File: src/rtl/deserializer_32bit_if.sv
// Serial receive bus of the F2F link: line side (serial/frame) in, word side out.
interface deserializer_32bit_if #(
  parameter int unsigned WIDTH = 32
) ();

  logic             serial_i;
  logic             frame_i;
  logic [WIDTH-1:0] data_o;
  logic             valid_o;
  logic             frame_err_o;
  logic             lvds_busy;

  // Drives the line and observes received words (pad logic / testbench side).
  modport master (
    output serial_i,
    output frame_i,
    input  data_o,
    input  valid_o,
    input  frame_err_o,
    input  lvds_busy
  );

  // The deserializer itself.
  modport slave (
    input  serial_i,
    input  frame_i,
    output data_o,
    output valid_o,
    output frame_err_o,
    output lvds_busy
  );

endinterface

File: src/rtl/deserializer_32bit.sv
// Frame deserializer for the F2F LVDS link. Shifts in one bit per clock (MSB first)
// while frame_i is high, publishes exactly-WIDTH-bit frames with a one-cycle valid
// pulse and flags short or long frames with a one-cycle error pulse.
module deserializer_32bit #(
  parameter int unsigned WIDTH = 32,
  parameter int unsigned CNT_W = 7  // 2**CNT_W must exceed WIDTH
) (
  input logic                 clk,
  input logic                 reset,
  deserializer_32bit_if.slave bus
);

  typedef enum logic [1:0] {
    StIdle,
    StRecv,
    StCheck,
    StDrain
  } state_e;

  state_e             state_q;
  logic [CNT_W-1:0]   cnt_q;
  logic [WIDTH-1:0]   shift_q;
  logic [WIDTH-1:0]   data_q;
  logic               valid_q;
  logic               err_q;
  logic               busy_q;

  // Frame FSM with registered outputs; counter only advances in StRecv and leaves
  // that state on reaching WIDTH, so it can never wrap.
  always_ff @(posedge clk or posedge reset) begin
    if (reset) begin
      state_q <= StIdle;
      cnt_q   <= '0;
      shift_q <= '0;
      data_q  <= '0;
      valid_q <= 1'b0;
      err_q   <= 1'b0;
      busy_q  <= 1'b0;
    end else begin
      valid_q <= 1'b0;
      err_q   <= 1'b0;
      unique case (state_q)
        StIdle: begin
          if (bus.frame_i) begin
            shift_q <= {shift_q[WIDTH-2:0], bus.serial_i};
            cnt_q   <= CNT_W'(1);
            busy_q  <= 1'b1;
            state_q <= StRecv;
          end
        end
        StRecv: begin
          if (bus.frame_i) begin
            shift_q <= {shift_q[WIDTH-2:0], bus.serial_i};
            cnt_q   <= cnt_q + CNT_W'(1);
            if (cnt_q == CNT_W'(WIDTH - 1)) begin
              state_q <= StCheck;
            end
          end else begin
            // Short frame: discard partial word.
            err_q   <= 1'b1;
            shift_q <= '0;
            cnt_q   <= '0;
            busy_q  <= 1'b0;
            state_q <= StIdle;
          end
        end
        StCheck: begin
          if (!bus.frame_i) begin
            data_q  <= shift_q;
            valid_q <= 1'b1;
            cnt_q   <= '0;
            busy_q  <= 1'b0;
            state_q <= StIdle;
          end else begin
            // Long frame: report once, then swallow the rest of it in StDrain.
            err_q   <= 1'b1;
            state_q <= StDrain;
          end
        end
        StDrain: begin
          if (!bus.frame_i) begin
            cnt_q   <= '0;
            busy_q  <= 1'b0;
            state_q <= StIdle;
          end
        end
        default: begin
          state_q <= StIdle;
          busy_q  <= 1'b0;
        end
      endcase
    end
  end

  assign bus.data_o      = data_q;
  assign bus.valid_o     = valid_q;
  assign bus.frame_err_o = err_q;
  assign bus.lvds_busy   = busy_q;

endmodule
File: src/flat_wrapper.sv
// flat-port wrapper written by rule: the top's interface ports become plain ports
module deserializer_32bit_flat 
#(
  parameter int unsigned WIDTH = 32,
  parameter int unsigned CNT_W = 7                               
)
  (clk, reset, bus_serial_i, bus_frame_i, bus_data_o, bus_valid_o, bus_frame_err_o, bus_lvds_busy);
  deserializer_32bit_if #(.WIDTH(WIDTH)) bus_i ();
  input logic clk;
  input logic reset;
  input wire logic [$bits(bus_i.serial_i)-1:0] bus_serial_i;
  input wire logic [$bits(bus_i.frame_i)-1:0] bus_frame_i;
  output wire logic [$bits(bus_i.data_o)-1:0] bus_data_o;
  output wire logic [$bits(bus_i.valid_o)-1:0] bus_valid_o;
  output wire logic [$bits(bus_i.frame_err_o)-1:0] bus_frame_err_o;
  output wire logic [$bits(bus_i.lvds_busy)-1:0] bus_lvds_busy;
  assign bus_i.serial_i = bus_serial_i;
  assign bus_i.frame_i = bus_frame_i;
  assign bus_data_o = bus_i.data_o;
  assign bus_valid_o = bus_i.valid_o;
  assign bus_frame_err_o = bus_i.frame_err_o;
  assign bus_lvds_busy = bus_i.lvds_busy;
  deserializer_32bit #(.WIDTH(WIDTH), .CNT_W(CNT_W)) u_core (.clk(clk), .reset(reset), .bus(bus_i));
endmodule
File: config.mk
export PLATFORM = sky130hd
export DESIGN_NAME = deserializer_32bit_flat
export DESIGN_NICKNAME = d
export VERILOG_FILES = /design/src/rtl/deserializer_32bit_if.sv /design/src/rtl/deserializer_32bit.sv /design/src/flat_wrapper.sv
export SDC_FILE = /design/constraint.sdc
export NUM_CORES = 1
export LEC_CHECK = 0
export CORE_ASPECT_RATIO = 0.9
export CORE_UTILIZATION = 49
export DETAILED_ROUTE_END_ITERATION = 10
export PLACE_DENSITY = 0.78
export SLEW_MARGIN = 5
export SYNTH_ARGS = -nofsm -noshare
export SYNTH_HDL_FRONTEND = slang
export SYNTH_SLANG_ARGS = --single-unit
File: constraint.sdc
create_clock -name clk -period 2.7 [get_ports clk]
set_input_delay 0.405 -clock clk [delete_from_list [all_inputs] [get_ports clk]]
set_output_delay 0.405 -clock clk [all_outputs]
set_load 0.005 [all_outputs]
# Word level (Yosys, flattened, before mapping)
# Index checks and enable logic that the tools add are counted.
[word_totals]
ff_bits = 76
latchBits = 0
ram_bits = 0
romBits = 0
input_bits = 4
word_cells = 47
mem_count = 0
[op_classes]
n_addsub = 1
mul = 0
div_mod_pow = 0
order_cmp = 0
eq_ne = 9
shift = 0
n_mux = 20
bitwise_logic = 1
n_reduce_logical = 9
[ops]
columns = ["operator", "count"]
rows = [
  ["2-to-1 mux 32 bit", 2],
  ["one-hot mux 32 bit (2 select lines)", 1],
  ["2-to-1 mux 7 bit", 3],
  ["one-hot mux 7 bit (3 select lines)", 1],
  ["2-to-1 mux 2 bit", 5],
  ["!= test 2 bit, second input constant", 4],
  ["one-hot mux 2 bit (4 select lines)", 1],
  ["AND reduction 2 bit", 4],
  ["adder 7 x 1 -> 7 bit, second input constant", 1],
  ["== test 7 x 5 -> 1 bit, second input constant", 1],
  ["2-to-1 mux 1 bit", 5],
  ["== test 2 bit, second input constant", 2],
  ["one-hot mux 1 bit (2 select lines)", 2],
  ["!= test 3 x 2 -> 1 bit, second input constant", 1],
  ["AND reduction 3 bit", 1],
  ["OR reduction 3 bit", 1],
  ["== test 2 x 1 -> 1 bit, second input constant", 1],
  ["zero test 2 bit", 1],
  ["nonzero test 2 bit", 1],
  ["OR reduction 2 bit", 1],
  ["inverter 1 bit", 1],
]

# Depth between registers and ports, before layout
[logic_depth]
depth_word = 4
ltp_mapped = 5

# Worst setup path before layout
# OpenSTA, ideal clock, no wires.
[synth_path]
kind = "reg-to-reg"
start = "register u_core.state_q[1]"
end = "register u_core.data_q[19], in the netlist u_core.bus.data_o[19]"
setup_ps = 125
t_arrival_ps = 1247
required_ps = 2575
slack_ps = 1328
stages_incl_launch_ff = 4
path_buffers = 1
synth_period_minus_slack_ps = 1372
cell_sequence = "dfrtp_1 > nor3b_4 > buf_6 > mux2_2"
[synth_via]
elab_chain_len = 2
[synth_lines]
columns = ["item", "line_no", "source"]
rows = [
  ["from (decl)", "deserializer_32bit.sv:20", "state_e state_q;"],
  ["from (signal assigned)", "deserializer_32bit.sv:32", "state_q <= StIdle;"],
  ["from (signal assigned)", "deserializer_32bit.sv:48", "state_q <= StRecv;"],
  ["from (signal assigned)", "deserializer_32bit.sv:56", "state_q <= StCheck;"],
  ["== test 2 bit", "deserializer_32bit.sv:42", "unique case (state_q)"],
  ["AND reduction 2 bit (no source line)", "--", ""],
  ["to (signal assigned)", "deserializer_32bit.sv:69", "data_q <= shift_q;"],
  ["to (decl)", "deserializer_32bit.sv:23", "logic [WIDTH-1:0] data_q;"],
]
# No other way between the ends.
# A chain may end at the register's enable or synchronous reset.

# Worst setup path in the final report
[layout_path]
start = "register u_core.state_q[1]"
end = "register u_core.data_q[18], in the netlist u_core.bus.data_o[18]"
# The elaborated chain is that of the path after synthesis.

==> run_results.csv <==
group,metric,value,unit
synth,synth_ff_type,"dfrtp_1",
clock_network,clk_latency,0.34,ns
finish,antenna_cells,0,
placed_design,placed_area,3400,um2
outcome,status,"finished with violations",
timing,slew-limit-headroom,66.6,%
timing,fmax,595,MHz
synth,synth-seq-cells,76,
timing,maxSlewViolCount,0,
clock_network,root_buffer,"clkbuf_8",
pwr,p_per_area,608,nW/um2
global_route,grt_pass1_wl,8850,um
detailed_routing,firstDrtPassIters,7,
finish,fillers,443,
synth,synth_fp_nets,211,
clock_network,cts_hold_buf,0,
global_route,grt_pass1_vias,1805,
synth,synth_top_area_share,64.4,%
timing,period_share,62.3,%
timing,rsz0062_at_grt,"false",
timing,clock_skew,0.00573,ns
worst_setup_path,cp-start-kind,"flop",
placed_design,portBuffers,38,
detailed_routing,vias,1839,
pwr,ir_drop,0.000301,V
outcome,violations,"design-rule violations",
global_route,grt.total_usage,18.7,%
synth,synth_area_leader_cell,"dfrtp_1",
global_route,grt_start_max_net_pins,66,
worst_setup_path,reg2regPathDepth,3,
worst_setup_path,cp-end-kind,"flop",
global_route,antenna_found_initial,0,
die,initial_core_util,51.3,%
synth,syn_area_per_cell,14.3,um2
timing,tns,0,ns
die,dieArea,6350,um2
synth,yosysUniqueCellTypes,31,
clock_network,clkTransAtPathRegs,0.07,ns
placed_design,hpwl,3180,um
finish,final_cell_mix,"76 x dfrtp_1, 38 x clkdlybuf4s50_1, 32 x mux2_2, 32 x a22o_1, 11 x clkbuf_8",
min_path,worstHoldPathType,"in -> async",
worst_setup_path,required,2.93,ns
finish,mostFrequentLayoutCell,"dfrtp_1",
detailed_routing,drc,2,
global_route,grt_overflow,0,
synth,synth_area,2960,um2
die,die_h,75.7,um
placed_design,gp_congestion,0.788,
clock_network,clkSinkCount,76,
timing,period_needed,1.68,ns
timing,hold_violations,0,
finish,area_growth,22.7,%
clock_network,cts_buffers,9,
worst_setup_path,cp.arrival,1.91,ns
synth,synth_cells,206,
pwr,leakagePower,1.72,nW
die,ios,39,
die,core,5760,um2
synth,synth-edff-count,0,
run,maxCapViolCount,0,
timing,worst_pin_slew,0.498,ns
detailed_routing,wl,5130,um
detailed_routing,wire_per_inst,15.9,um
clock_network,cts_resized,0,
synth,yosys-top-cells-area,"dfrtp_1 64%, mux2_2 12%, a22o_1 9.5%",
detailed_routing,drt_iter0_markers,70,
die,num_rows,26,
finish,fin_area,3630,um2
timing,setup_violations,0,
clock_network,cts_tree,"yes",
synth,postSynth.asyncResetShare,100,%
clock_network,ctsHtreeMaxLevel,3,
finish,multi_input_area,968,um2
finish,nets,253,
finish,drive_gt1_share,22.6,%
detailed_routing,post_drt_via_cell_ratio,5.71,
clock_network,clk_path_buf_depth,2,
synth,ys_seq_area_share,64.4,%
detailed_routing,ant_nets,0,
finish,ff_latch_area,1900,um2
clock_network,cts_setup_buffers,0,
worst_setup_path,path_max_fanout,17,
die,die_width,83.9,um
worst_setup_path,crit_type,"reg -> reg",
synth,synth_warnings,0,
[metal layers]
layer  routed length, um  global-route usage, %
met4                  96                   8.24
met2                2280                   27.5
met5                   0                      0
met3                 301                   7.37
met1                2460                   25.0
[cells by family (layout without fill, tap and decap cells)]
logic type | after synthesis | in the layout | share of synthesized area (%)
and+or+nand+nor | 28 | 28 | 5.55
adders and majority gates | 2 | 2 | 0.762
AOI/OAI and AO/OA | 51 | 51 | 13.3
buffers and inverters | 15 | 61 | 3.09
muxes | 34 | 34 | 12.9
DFF | 76 | 76 | 64.4
[final timing paths]
kind                       slack, ns                   from                     to
setup reg to reg                1.02      u_core.state_q[1]  u_core.bus.data_o[18]
min in group clk                0.49  u_core.bus.data_o[26]  u_core.bus.data_o[26]
setup / recovery                1.02      u_core.state_q[1]  u_core.bus.data_o[18]
max in group asynchronous       1.78                  reset        u_core.cnt_q[0]
hold / removal                  0.32                  reset  u_core.bus.data_o[19]
hold reg to reg                 0.49  u_core.bus.data_o[26]  u_core.bus.data_o[26]
[synth_stat cells, types with 2 or more instances]
cell type  instances
and3_1             2
nor3_1             4
dfrtp_1           76
inv_1              2
buf_2             10
nand2b_1           2
mux2_2            32
nand3_1            4
nor2_1             5
buf_6              3
o21ai_0            8
a22o_1            32
nand2_1            4
a21oi_1            5
[worst max-delay path, cell delays in order (launching register included)]
cell     delay, ns
dfrtp_1       0.64
nor3b_4       0.28
buf_4         0.27
mux2_2        0.37
[power breakdown]
| part | total, mW | internal [mW] | leakage [nW] | switching (mW) |
|---|---|---|---|---|
| clock | 0.956 | 0.564 | 0.111 | 0.392 |
| sequential | 1.17 | 1.15 | 1.05 | 0.0152 |
| combinational | 0.0831 | 0.0295 | 0.562 | 0.0536 |
| total | 2.21 | 1.75 | 1.72 | 0.461 |
[per-stage QoR]
step	utilization (%)	cells	hold WS [ns]	power [mW]	setup slack, ns
2_1_floorplan	-	206	0.460	1.24	0.357
3_3_place_gp	59.1	307	0.475	1.27	0.791
3_5_place_dp	59.1	307	0.478	1.27	0.757
4_1_cts	63.0	322	0.310	2.23	0.998
5_1_grt	63.0	322	0.313	2.30	0.921
6_report	63.0	322	0.316	2.21	1.02
[area by class of cell]
| class | instances | share of cell area, % |
|---|---|---|
| Multi-Input combinational cell | 115 | 26.7 |
| Tap cell | 70 | 2.41 |
| Inverter | 2 | 0.207 |
| Clock buffer | 11 | 4.17 |
| Clock inverter | 4 | 2.00 |
| Sequential cell | 76 | 52.4 |
| Timing Repair Buffer | 44 | 12.1 |
[sequential cells by signal (all words and copies together) (netlist names)]
name and flops:
u_core.bus.data_o 32, u_core.bus.frame_err_o 1, u_core.bus.lvds_busy 1, u_core.bus.valid_o 1
u_core.cnt_q 7, u_core.shift_q 32, u_core.state_q 2
Note: power is estimated with default switching activity, not from simulation.
